File: config.mk
export PLATFORM = sky130hd
export DESIGN_NAME = scr1_tcm_loader_flat
export DESIGN_NICKNAME = d
export VERILOG_FILES = /design/src/rtl/scr1_tcm_loader_if.sv /design/src/rtl/scr1_tcm_loader.sv /design/src/flat_wrapper.sv
export SDC_FILE = /design/constraint.sdc
export NUM_CORES = 1
export LEC_CHECK = 0
export BUFFER_PORTS_ARGS = -buffer_cell sky130_fd_sc_hd__buf_4
export CAP_MARGIN = 20
export CORE_ASPECT_RATIO = 0.9
export CORE_UTILIZATION = 61
export CTS_BUF_LIST = sky130_fd_sc_hd__clkbuf_8
export DETAILED_ROUTE_END_ITERATION = 7
export GPL_ROUTABILITY_DRIVEN = 0
export HOLD_SLACK_MARGIN = 0.08
export MAX_ROUTING_LAYER = met4
export PLACE_DENSITY_LB_ADDON = 0.15
export SYNTH_ARGS = -nofsm -noshare
export SYNTH_HDL_FRONTEND = slang
export SYNTH_SLANG_ARGS = --single-unit
File: constraint.sdc
create_clock -name clk -period 7 [get_ports clk]
set_input_delay 1.4 -clock clk [delete_from_list [all_inputs] [get_ports clk]]
set_output_delay 1.4 -clock clk [all_outputs]
set_load 0.02 [all_outputs]
File: src/rtl/scr1_tcm_loader_if.sv
// Boot-loader bundle: byte stream in, TCM port A/B out, status back.
// master = the loader, slave = the channel/memory side.
interface scr1_tcm_loader_if #(
  parameter int SCR1_WIDTH  = 32,
  parameter int SCR1_SIZE   = 32'h00010000,
  parameter int SCR1_NBYTES = SCR1_WIDTH/8
);
  localparam int AW = $clog2(SCR1_SIZE);

  logic                   start;
  logic [AW-3:0]          base_addr;
  logic [AW-2:0]          word_count;
  logic                   s_valid;
  logic [7:0]             s_data;
  logic                   s_ready;
  logic                   mem_renb;
  logic                   mem_wenb;
  logic [SCR1_NBYTES-1:0] mem_webb;
  logic [AW-3:0]          mem_addrb;
  logic [SCR1_WIDTH-1:0]  mem_datab;
  logic                   mem_rena;
  logic [AW-3:0]          mem_addra;
  logic [SCR1_WIDTH-1:0]  mem_qa;
  logic                   busy;
  logic                   done;
  logic                   err;
  logic [SCR1_WIDTH-1:0]  checksum;

  modport master (
    input  start, base_addr, word_count, s_valid, s_data, mem_qa,
    output s_ready, mem_renb, mem_wenb, mem_webb, mem_addrb, mem_datab,
           mem_rena, mem_addra, busy, done, err, checksum
  );
  modport slave (
    output start, base_addr, word_count, s_valid, s_data, mem_qa,
    input  s_ready, mem_renb, mem_wenb, mem_webb, mem_addrb, mem_datab,
           mem_rena, mem_addra, busy, done, err, checksum
  );
endinterface

File: src/rtl/scr1_tcm_loader.sv
// Packs a byte stream little-endian into TCM words via port B, then reads the
// region back via port A and compares modular checksums.
module scr1_tcm_loader #(
  parameter int SCR1_WIDTH  = 32,
  parameter int SCR1_SIZE   = 32'h00010000,
  parameter int SCR1_NBYTES = SCR1_WIDTH/8
) (
  input  logic               clk,
  input  logic               rst,
  scr1_tcm_loader_if.master  bus
);
  localparam int AW = $clog2(SCR1_SIZE);

  typedef enum logic [2:0] {S_IDLE, S_LOAD, S_WRITE, S_VERIFY, S_DRAIN, S_DONE} state_t;

  state_t                       r_state, w_state_nxt;
  logic [AW-3:0]                r_base;
  logic [AW-2:0]                r_count, r_word_idx;
  logic [1:0]                   r_byte_idx;
  logic [SCR1_NBYTES-1:0][7:0]  r_word;
  logic [SCR1_WIDTH-1:0]        r_sum_wr, r_sum_rd, r_checksum;
  logic                         r_rd_vld, r_err;

  logic                         w_last;
  logic [AW-3:0]                w_addr;
  logic [SCR1_WIDTH-1:0]        w_sum_rd_nxt;

  assign w_last       = (r_word_idx == r_count - (AW-1)'(1));
  // Word address wraps naturally in AW-2 bits.
  assign w_addr       = r_base + r_word_idx[AW-3:0];
  assign w_sum_rd_nxt = r_sum_rd + (r_rd_vld ? bus.mem_qa : '0);

  assign bus.err      = r_err;
  assign bus.checksum = r_checksum;

  always_ff @(posedge clk or posedge rst) begin
    if (rst) r_state <= S_IDLE;
    else     r_state <= w_state_nxt;
  end

  always_comb begin
    w_state_nxt   = r_state;
    bus.s_ready   = 1'b0;
    bus.mem_renb  = 1'b0;
    bus.mem_wenb  = 1'b0;
    bus.mem_webb  = '0;
    bus.mem_addrb = '0;
    bus.mem_datab = '0;
    bus.mem_rena  = 1'b0;
    bus.mem_addra = '0;
    bus.busy      = 1'b0;
    bus.done      = 1'b0;
    case (r_state)
      S_IDLE:
        if (bus.start) w_state_nxt = (bus.word_count == '0) ? S_DONE : S_LOAD;
      S_LOAD: begin
        bus.s_ready = 1'b1;
        bus.busy    = 1'b1;
        if (bus.s_valid && r_byte_idx == 2'd3) w_state_nxt = S_WRITE;
      end
      S_WRITE: begin
        bus.busy      = 1'b1;
        bus.mem_wenb  = 1'b1;
        bus.mem_webb  = '1;
        bus.mem_addrb = w_addr;
        bus.mem_datab = r_word;
        w_state_nxt   = w_last ? S_VERIFY : S_LOAD;
      end
      S_VERIFY: begin
        bus.busy      = 1'b1;
        bus.mem_rena  = 1'b1;
        bus.mem_addra = w_addr;
        if (w_last) w_state_nxt = S_DRAIN;
      end
      S_DRAIN: begin
        bus.busy    = 1'b1;
        w_state_nxt = S_DONE;
      end
      S_DONE: begin
        bus.done    = 1'b1;
        w_state_nxt = S_IDLE;
      end
      default: w_state_nxt = S_IDLE;
    endcase
  end

  always_ff @(posedge clk or posedge rst) begin
    if (rst) begin
      r_base     <= '0;
      r_count    <= '0;
      r_word_idx <= '0;
      r_byte_idx <= '0;
      r_word     <= '0;
      r_sum_wr   <= '0;
      r_sum_rd   <= '0;
      r_checksum <= '0;
      r_rd_vld   <= 1'b0;
      r_err      <= 1'b0;
    end else begin
      // Read data lags mem_rena by one cycle; DRAIN catches the last beat.
      r_rd_vld <= bus.mem_rena;
      if (r_rd_vld) r_sum_rd <= w_sum_rd_nxt;
      case (r_state)
        S_IDLE:
          if (bus.start) begin
            r_base     <= bus.base_addr;
            r_count    <= bus.word_count;
            r_word_idx <= '0;
            r_byte_idx <= '0;
            r_sum_wr   <= '0;
            r_sum_rd   <= '0;
            r_err      <= 1'b0;
            r_checksum <= '0;
          end
        S_LOAD:
          if (bus.s_valid) begin
            r_word[r_byte_idx] <= bus.s_data;
            r_byte_idx         <= r_byte_idx + 2'd1;
          end
        S_WRITE: begin
          r_sum_wr   <= r_sum_wr + r_word;
          r_word_idx <= w_last ? '0 : r_word_idx + (AW-1)'(1);
        end
        S_VERIFY:
          r_word_idx <= r_word_idx + (AW-1)'(1);
        S_DRAIN: begin
          // Fold in the final read here so err is valid alongside done.
          r_err      <= (w_sum_rd_nxt != r_sum_wr);
          r_checksum <= r_sum_wr;
        end
        default: ;
      endcase
    end
  end
endmodule

File: src/flat_wrapper.sv
// flat-port wrapper written by rule: the top's interface ports become plain ports
module scr1_tcm_loader_flat 
#(
  parameter int SCR1_WIDTH  = 32,
  parameter int SCR1_SIZE   = 32'h00010000,
  parameter int SCR1_NBYTES = SCR1_WIDTH/8
)
  (clk, rst, bus_start, bus_base_addr, bus_word_count, bus_s_valid, bus_s_data, bus_mem_qa, bus_s_ready, bus_mem_renb, bus_mem_wenb, bus_mem_webb, bus_mem_addrb, bus_mem_datab, bus_mem_rena, bus_mem_addra, bus_busy, bus_done, bus_err, bus_checksum);
  scr1_tcm_loader_if #(.SCR1_WIDTH(SCR1_WIDTH), .SCR1_SIZE(SCR1_SIZE), .SCR1_NBYTES(SCR1_NBYTES)) bus_i ();
  input  logic clk;
  input  logic rst;
  input wire logic [$bits(bus_i.start)-1:0] bus_start;
  input wire logic [$bits(bus_i.base_addr)-1:0] bus_base_addr;
  input wire logic [$bits(bus_i.word_count)-1:0] bus_word_count;
  input wire logic [$bits(bus_i.s_valid)-1:0] bus_s_valid;
  input wire logic [$bits(bus_i.s_data)-1:0] bus_s_data;
  input wire logic [$bits(bus_i.mem_qa)-1:0] bus_mem_qa;
  output wire logic [$bits(bus_i.s_ready)-1:0] bus_s_ready;
  output wire logic [$bits(bus_i.mem_renb)-1:0] bus_mem_renb;
  output wire logic [$bits(bus_i.mem_wenb)-1:0] bus_mem_wenb;
  output wire logic [$bits(bus_i.mem_webb)-1:0] bus_mem_webb;
  output wire logic [$bits(bus_i.mem_addrb)-1:0] bus_mem_addrb;
  output wire logic [$bits(bus_i.mem_datab)-1:0] bus_mem_datab;
  output wire logic [$bits(bus_i.mem_rena)-1:0] bus_mem_rena;
  output wire logic [$bits(bus_i.mem_addra)-1:0] bus_mem_addra;
  output wire logic [$bits(bus_i.busy)-1:0] bus_busy;
  output wire logic [$bits(bus_i.done)-1:0] bus_done;
  output wire logic [$bits(bus_i.err)-1:0] bus_err;
  output wire logic [$bits(bus_i.checksum)-1:0] bus_checksum;
  assign bus_i.start = bus_start;
  assign bus_i.base_addr = bus_base_addr;
  assign bus_i.word_count = bus_word_count;
  assign bus_i.s_valid = bus_s_valid;
  assign bus_i.s_data = bus_s_data;
  assign bus_i.mem_qa = bus_mem_qa;
  assign bus_s_ready = bus_i.s_ready;
  assign bus_mem_renb = bus_i.mem_renb;
  assign bus_mem_wenb = bus_i.mem_wenb;
  assign bus_mem_webb = bus_i.mem_webb;
  assign bus_mem_addrb = bus_i.mem_addrb;
  assign bus_mem_datab = bus_i.mem_datab;
  assign bus_mem_rena = bus_i.mem_rena;
  assign bus_mem_addra = bus_i.mem_addra;
  assign bus_busy = bus_i.busy;
  assign bus_done = bus_i.done;
  assign bus_err = bus_i.err;
  assign bus_checksum = bus_i.checksum;
  scr1_tcm_loader #(.SCR1_WIDTH(SCR1_WIDTH), .SCR1_SIZE(SCR1_SIZE), .SCR1_NBYTES(SCR1_NBYTES)) u_core (.clk(clk), .rst(rst), .bus(bus_i));
endmodule
# After elaboration in Yosys (flattened, before gate mapping)

Cells that the tools add are included.

Muxes and demuxes: 33
Reduce and logical (&&, ||, !) cells: 16
Order comparisons: 2
Equality and inequality tests: 12
$add $sub $neg: 6

Operators with widths:

| kind                                                                  | count |
|---|---|
| 32-bit 2-to-1 mux                                                     | 6 |
| 32-bit one-hot mux with 2 select lines                                | 2 |
| 32-bit adder                                                          | 2 |
| 15-bit one-hot mux with 3 select lines                                | 1 |
| 32-bit bitwise mux                                                    | 1 |
| 32-bit != test                                                        | 1 |
| 15-bit 2-to-1 mux                                                     | 2 |
| 14-bit 2-to-1 mux                                                     | 2 |
| 8-bit demux with 2-bit select                                         | 1 |
| 15-bit by 1-bit adder with 15-bit output, second input constant       | 1 |
| 15-bit equality test                                                  | 1 |
| 15-bit logical NOT                                                    | 1 |
| 3-bit one-hot mux with 5 select lines                                 | 1 |
| 15-bit by 1-bit subtractor with 15-bit output, second input constant  | 1 |
| 14-bit adder                                                          | 1 |
| 3-bit 2-to-1 mux                                                      | 4 |
| 2-bit AND reduction                                                   | 5 |
| 8-bit 2-to-1 mux                                                      | 1 |
| 3-bit by 2-bit equality test with 1-bit output, second input constant | 2 |
| 3-bit equality test, second input constant                            | 2 |
| 1-bit 2-to-1 mux                                                      | 6 |
| 2-bit 2-to-1 mux                                                      | 3 |
| 3-bit AND reduction                                                   | 2 |
| 2-bit nonzero test                                                    | 3 |
| other kinds (14)                                                      | 17 |

Input bits: 73
Output and inout bits: 103
Register bits: 179
Logic and storage cells: 83

# Longest topological paths before layout

Gate-level depths: netlist of the first run.

Depth in word-level cells: 5
Mapped depth: 16
Gate-level depth less buffers: 13

# Worst setup path before layout of the first run

Ideal clock, no wire load.

Path kind: input port to flip-flop
From: in bus_mem_qa[5]
To: reg u_core.r_err, in the netlist u_core.bus.err
Cell stages on the path: 13
Data required time: 6.875 ns
Path slack: 2.579 ns
Buffers on the path: 1
Arrival: 4.296 ns
Library setup time: 0.125 ns
Path through: and2_1 > ha_1 > clkbuf_1 > o211ai_1 > and2_1 > a21oi_2 > xor3_1 > or4_1 > a2111oi_2 > o2111ai_1 > a2111o_1 > nor4_1 > nor2_1

Cells in the longest elaborated chain, start to end: 4

Ends and longest elaborated chain:

| item                                  | line                   | source |
|---|---|---|
| start: declaration                    | flat_wrapper.sv:17     | `input wire logic [$bits(bus_i.mem_qa)-1:0] bus_mem_qa;` |
| 32-bit 2-to-1 mux                     | scr1_tcm_loader.sv:31  | `assign w_sum_rd_nxt = r_sum_rd + (r_rd_vld ? bus.mem_qa : '0);` |
| 32-bit adder                          | scr1_tcm_loader.sv:31  |  |
| 32-bit != test                        | scr1_tcm_loader.sv:128 | `r_err <= (w_sum_rd_nxt != r_sum_wr);` |
| 1-bit one-hot mux with 2 select lines | scr1_tcm_loader.sv:103 | `case (r_state)` |
| end signal: assignment                | scr1_tcm_loader.sv:128 |  |
| end: declaration                      | scr1_tcm_loader.sv:22  | `logic r_rd_vld, r_err;` |

Every way passes these cells.
A chain may end at the register's enable or synchronous reset.

# Final worst setup path of the first run

From: reg u_core.r_word_idx[0]
To: out bus_mem_addrb[12]

Cells in the longest elaborated chain, start to end: 2

Ends and longest elaborated chain:

| item                     | line                   | source |
|---|---|---|
| start: declaration       | scr1_tcm_loader.sv:18  | `logic [AW-2:0] r_count, r_word_idx;` |
| start signal: assignment | scr1_tcm_loader.sv:122 | `r_word_idx <= w_last ? '0 : r_word_idx + (AW-1)'(1);` |
| start signal: assignment | scr1_tcm_loader.sv:125 | `r_word_idx <= r_word_idx + (AW-1)'(1);` |
| 14-bit adder             | scr1_tcm_loader.sv:30  | `assign w_addr = r_base + r_word_idx[AW-3:0];` |
| 14-bit 2-to-1 mux        | scr1_tcm_loader.sv:53  | `case (r_state)` |
| end: declaration         | flat_wrapper.sv:22     | `output wire logic [$bits(bus_i.mem_addrb)-1:0] bus_mem_addrb;` |

Every way passes these cells.

==> results.toml, run 1 <==
[logic_synthesis]
synthTopCellsByArea = "dfrtp_1 (34%), ha_1 (7.8%), nand2_1 (6.1%)"
yosysUniqueCellTypes = 81
syn_nets = 1693
synth_warnings = 0
async_flop_share_pct = 100
synth_top_area_cell = "dfrtp_1"
netlist_top_cells_count = "nand2_1 (213), dfrtp_1 (179), nor2_1 (130)"
ys_seq_area_share_pct = 34.4
synth_edf_count = 0
ys_ff_latch = 179
syn-cell-area_um2 = 13000
ys.flop_type = "dfrtp_1"
syn_area_per_cell_um2 = 8.47
syn_inst = 1536
synth_top_area_share_pct = 34.4
yosysMostFrequentCell = "nand2_1"

[job]
drv_cap = 0

[clocking]
cts_max_path_buffers = 2
h-tree-depth = 4
clock-sinks = 179
clk_pin_slew_worst_paths_ns = 0.12
cts_setup_buffers = 0
cts_tree = "done"
ctsResizeCount = 0
cts_root_buf = "clkbuf_8"
cts_made_buffers = 17
clk_latency_ns = 0.49
postCtsHoldBufs = 0

[sta]
worst_slack_ns = 1.88
rsz0062_at_grt = "false"
skew_ns = 0.0227
clock.fmax_mhz = 195
period_needed_ns = 5.12
fin_hold_ws_ns = 0.493
slew_headroom_pct = 32.8
fin_crit_sh_pct = 73.1
tightestPinTransition_ns = 1.01
setup_viol = 0
drv_slew = 0
finalSetupTns_ns = 0
hold_viol_final = 0

[cells_and_area]
nFillCells = 1669
area_growth_pct = 13.4
final_cell_count_no_fill = 1946
fin_nets = 1805
drive_gt1_share_pct = 16.7
diodes = 0
design_area_um2 = 14800

[hold_path]
hold_class = "reg2reg"
min_from = "u_core.r_base[0]"
min_to = "u_core.r_base[0]"
min_path_cells = 2

[route]
drcViolationCount = 0
vias = 11800
drt-initial-drc-count = 1148
first_pass_iters = 8
via_per_inst = 6.05
drt_wl_total_um = 34700
ant_nets = 0
wl_per_cell_um = 17.8

[global_route]
antenna_found_initial = 0
grt_max_degree = 76
first_global_vias = 10700
grt.total_usage_pct = 33.3
grt-ovfl-total = 0
grt_pass1_wl_um = 55700

[worst_setup_path]
crit_fanout = 5
cp-end-kind = "primary output"
worstSetupPathType = "reg2out"
rr_endpoint = "u_core.bus.err"
start_kind = "flip-flop"
r2r-start = "u_core.r_rd_vld"
arrival_ns = 3.72
r2r_cells = 13
r2r_setup_slack_ns = 2.61
critPathRequiredTime_ns = 5.60

[power]
p_leak_nw = 7.11
peakVddDrop_uv = 198
power_density_nw_per_um2 = 459

[die]
ios = 176
rows = 50
start_util_pct = 62.5
dieWidth_um = 156
core_area_um2 = 20800
die_area_um2 = 21900
fp.dieH_um = 141

[place]
placement.io_buffers = 174
dp.cells = 1915
hpwlAfterDp_um = 26100
pre_cts_slack_ns = 2.00
placed_area_um2 = 14400

[outcome]
status = "finished, final reports clean"
[sequential cells by signal, summed over array words and instances (netlist names)]
name and cells:
u_core.r_word 32, u_core.r_sum_rd 32, u_core.bus.err 1, u_core.r_base 14, u_core.r_rd_vld 1, u_core.r_count 15
u_core.bus.checksum 32, u_core.r_state 3, u_core.r_sum_wr 32, u_core.r_byte_idx 2, u_core.r_word_idx 15
[power by group]
part / internal (mW) / switching, mW
Sequential: 1.47 / 0.547
Clock: 0.273 / 0.444
Combinational: 1.79 / 2.25
[cell families (layout without fill, tap and decap cells)]
family,after synthesis,after routing,share of synthesized area (%)
flip-flops,179,179,34.4
AO/OA/AOI/OAI,324,324,16.0
AND/OR/NAND/NOR,644,644,23.6
buffers and inverters,123,247,3.99
other,1,1,0.0288
multiplexers,57,57,4.71
adder cells (fa/ha/maj),84,84,8.25
XOR/XNOR,124,124,9.01
[routing by layer]
| layer | wire length, um | GRT usage (%) |
|---|---|---|
| met1 | 15800 | 48.1 |
| met2 | 15300 | 48.0 |
| met3 | 2920 | 5.75 |
| met4 | 652 | 9.86 |
| met5 | 0 | - |
[critical path: stages (launching register included)]
cell,delay (ns)
dfrtp_1,0.48
ha_1,0.28
fa_1,0.40
a21o_1,0.19
a21oi_1,0.22
o21bai_1,0.09
a21oi_1,0.25
o21bai_1,0.11
a21oi_1,0.22
o21ai_0,0.18
o41ai_1,0.34
xor2_1,0.23
nor2_1,0.06
buf_4,0.18
[through the flow]
step,utilization (%),power (mW)
2_1_floorplan,-,4.95
3_3_place_gp,69.0,5.86
3_5_place_dp,69.0,5.98
4_1_cts,70.8,6.71
5_1_grt,70.8,7.28
6_report,70.8,6.77
[layout by cell type (no fill, tap or decap), drive strengths merged, types with 4 or more instances in the layout]
master	n
nor2b	9
nor4	13
or3	7
o41ai	4
o211ai	9
or4	6
o21a	19
ha	81
a211o	8
a31oi	18
a21oi	83
o21bai	10
mux2	34
nor2	130
xnor2	70
or2	10
clkbuf	18
and3	10
nand2b	14
nand2	213
a2111oi	4
and2	78
mux2i	23
inv	39
nand3	94
and4	4
o21ai	86
dfrtp	179
nor3	31
xor2	48
o31ai	8
a211oi	11
a21o	26
nand4	15
o2111ai	7
clkinv	7
buf	183
[layout make-up]
class / instances / area, um^2 / share of cell area, %
inverter: 33 / 129 / 0.873
clock inverter: 13 / 140 / 0.949
timing repair buffer: 183 / 1370 / 9.31
tap: 286 / 358 / 2.42
clock buffer: 18 / 248 / 1.68
multi-input combinational: 1234 / 8030 / 54.4
sequential: 179 / 4480 / 30.4
[how the worst max path moves through the flow]
stage                          from                      to  cells after the start
2_1_floorplan                   rst  u_core.bus.checksum[0]                      1
3_3_place_gp          bus_mem_qa[5]          u_core.bus.err                     13
3_5_place_dp          bus_mem_qa[5]          u_core.bus.err                     13
4_1_cts        u_core.r_word_idx[0]       bus_mem_addrb[12]                     13
5_1_grt        u_core.r_word_idx[0]       bus_mem_addrb[12]                     13
6_report       u_core.r_word_idx[0]       bus_mem_addrb[12]                     13
Power figures use the tool's default switching activity.
==> run 2: changes to the inputs <==
Settings changed: CORE_UTILIZATION 61 to 55.
Clock period 7 ns to 4.4 ns, I/O delays scaled along.
==> results.toml, run 2 (synthesis gave the netlist of run 1 again) <==
[outcome]
status = "finished, final reports clean"

[die]
start_util_pct = 55.9
fp.dieH_um = 148
die_area_um2 = 24300
dieWidth_um = 164
ios = 176
core_area_um2 = 23300
rows = 53

[worst_setup_path]
r2r-start = "u_core.r_rd_vld"
cp-end-kind = "primary output"
start_kind = "flip-flop"
cp-startpoint = "u_core.r_word_idx[0]"
arrival_ns = 3.35
critPathRequiredTime_ns = 3.52
worstSetupPathType = "reg2out"
crit_fanout = 2

[cells_and_area]
drive_gt1_share_pct = 18.2
final-seq-area_um2 = 4480
nFillCells = 2033
fin_nets = 1828
multi_input_area_um2 = 8050
area_growth_pct = 15.4
design_area_um2 = 15000
final_cell_mix = "nand2_1 (212), buf_4 (204), dfrtp_1 (178), nor2_1 (130), nand3_1 (93)"
diodes = 0
final_common_cell = "nand2_1"

[route]
ant_nets = 0
drt_wl_total_um = 35100
via_per_inst = 5.83
first_pass_iters = 5
drt-initial-drc-count = 939
wl_per_cell_um = 17.7
drcViolationCount = 0
vias = 11600

[clocking]
cts_root_buf = "clkbuf_8"
cts_setup_buffers = 0
clk_pin_slew_worst_paths_ns = 0.11
cts_tree = "done"
h-tree-depth = 4
clock-sinks = 179
clk_latency_ns = 0.50
postCtsHoldBufs = 0
cts_made_buffers = 17
cts_max_path_buffers = 2

[sta]
skew_ns = 0.0247
drv_slew = 0
rsz0062_at_grt = "false"
setup_viol = 0
fin_crit_sh_pct = 96.2
hold_viol_final = 0
period_needed_ns = 4.23
finalSetupTns_ns = 0
tightestPinTransition_ns = 0.969
clock.fmax_mhz = 236
worst_slack_ns = 0.169
slew_headroom_pct = 35.3

[power]
peakVddDrop_uv = 367
power.total_mw = 11.0
power_density_nw_per_um2 = 731
p_leak_nw = 7.25

[place]
hpwlAfterDp_um = 26500
placement.io_buffers = 174
pre_cts_slack_ns = 0.0933
placed_area_um2 = 14600

[job]
drv_cap = 0

[hold_path]
hold_class = "in2async"

[global_route]
grt-ovfl-total = 0
antenna_found_initial = 0
grt_max_degree = 133
first_global_vias = 10600
grt.total_usage_pct = 30.3
grt_pass1_wl_um = 55900
[run 2: changes by cell type in the layout (fill, tap and decap cells not counted), sizes merged]
cell / previous run / this run
buf: 183 / 206
clkinv: 7 / 4
clkinvlp: 0 / 2
inv: 39 / 41
bufinv: 0 / 1
clkbuf: 18 / 17
[run 2: final cells by class]
| type | count | share of cell area (%) |
|---|---|---|
| Clock buffer | 17 | 1.56 |
| Tap cell | 302 | 2.51 |
| Clock inverter | 15 | 1.23 |
| Inverter | 33 | 0.849 |
| Sequential cell | 179 | 29.8 |
| Timing Repair Buffer | 206 | 10.5 |
| Multi-Input combinational cell | 1234 | 53.6 |
[run 2: path summary, 6_finish.rpt]
path	cells past startpoint	end	slack, ns
setup / recovery	13	bus_mem_addrb[12]	0.17
hold / removal	2	u_core.r_count[13]	0.39
setup reg to reg	12	u_core.bus.err	0.46
hold reg to reg	2	u_core.r_base[4]	0.49
max in group asynchronous	3	u_core.r_word[3]	2.90
min in group clk	2	u_core.r_base[4]	0.49
[run 2: timing repair]
action / 4_1_cts / 5_1_grt
pin swaps: 3 / 2
endpoints found under the setup margin: 2 / 2
resized for setup: 3 / 2
[run 2: report_power, final]
part           total [mW]  internal (mW)  switching (mW)
Clock                1.22          0.488           0.734
Combinational        6.58           2.95            3.63
Sequential           3.18           2.34           0.845
[run 2: worst max-delay path: stages (launching register included)]
cell and delay, ns:
dfrtp_1 0.41, ha_1 0.23, fa_1 0.41, a21o_1 0.21
a21oi_2 0.18, o21bai_1 0.11, a21oi_2 0.19, o21bai_1 0.10
a21oi_2 0.16, o21ai_1 0.12, o41ai_2 0.24, xor2_1 0.25
nor2_1 0.06, buf_4 0.18
[run 2: layer usage]
layer	global-route usage, %	wire (um)	vias up
met3	3.87	2090	47
li1	-	-	5660
met1	45.1	17300	5485
met4	8.89	717	0
met2	42.9	15000	389
met5	-	0	-
[run 2: per-stage QoR]
step,hold slack [ns],std cells,util (%)
2_1_floorplan,0.450,1536,-
3_3_place_gp,0.468,1954,62.7
3_5_place_dp,0.471,1954,62.7
4_1_cts,0.387,1986,64.5
5_1_grt,0.389,1986,64.6
6_report,0.388,1986,64.6
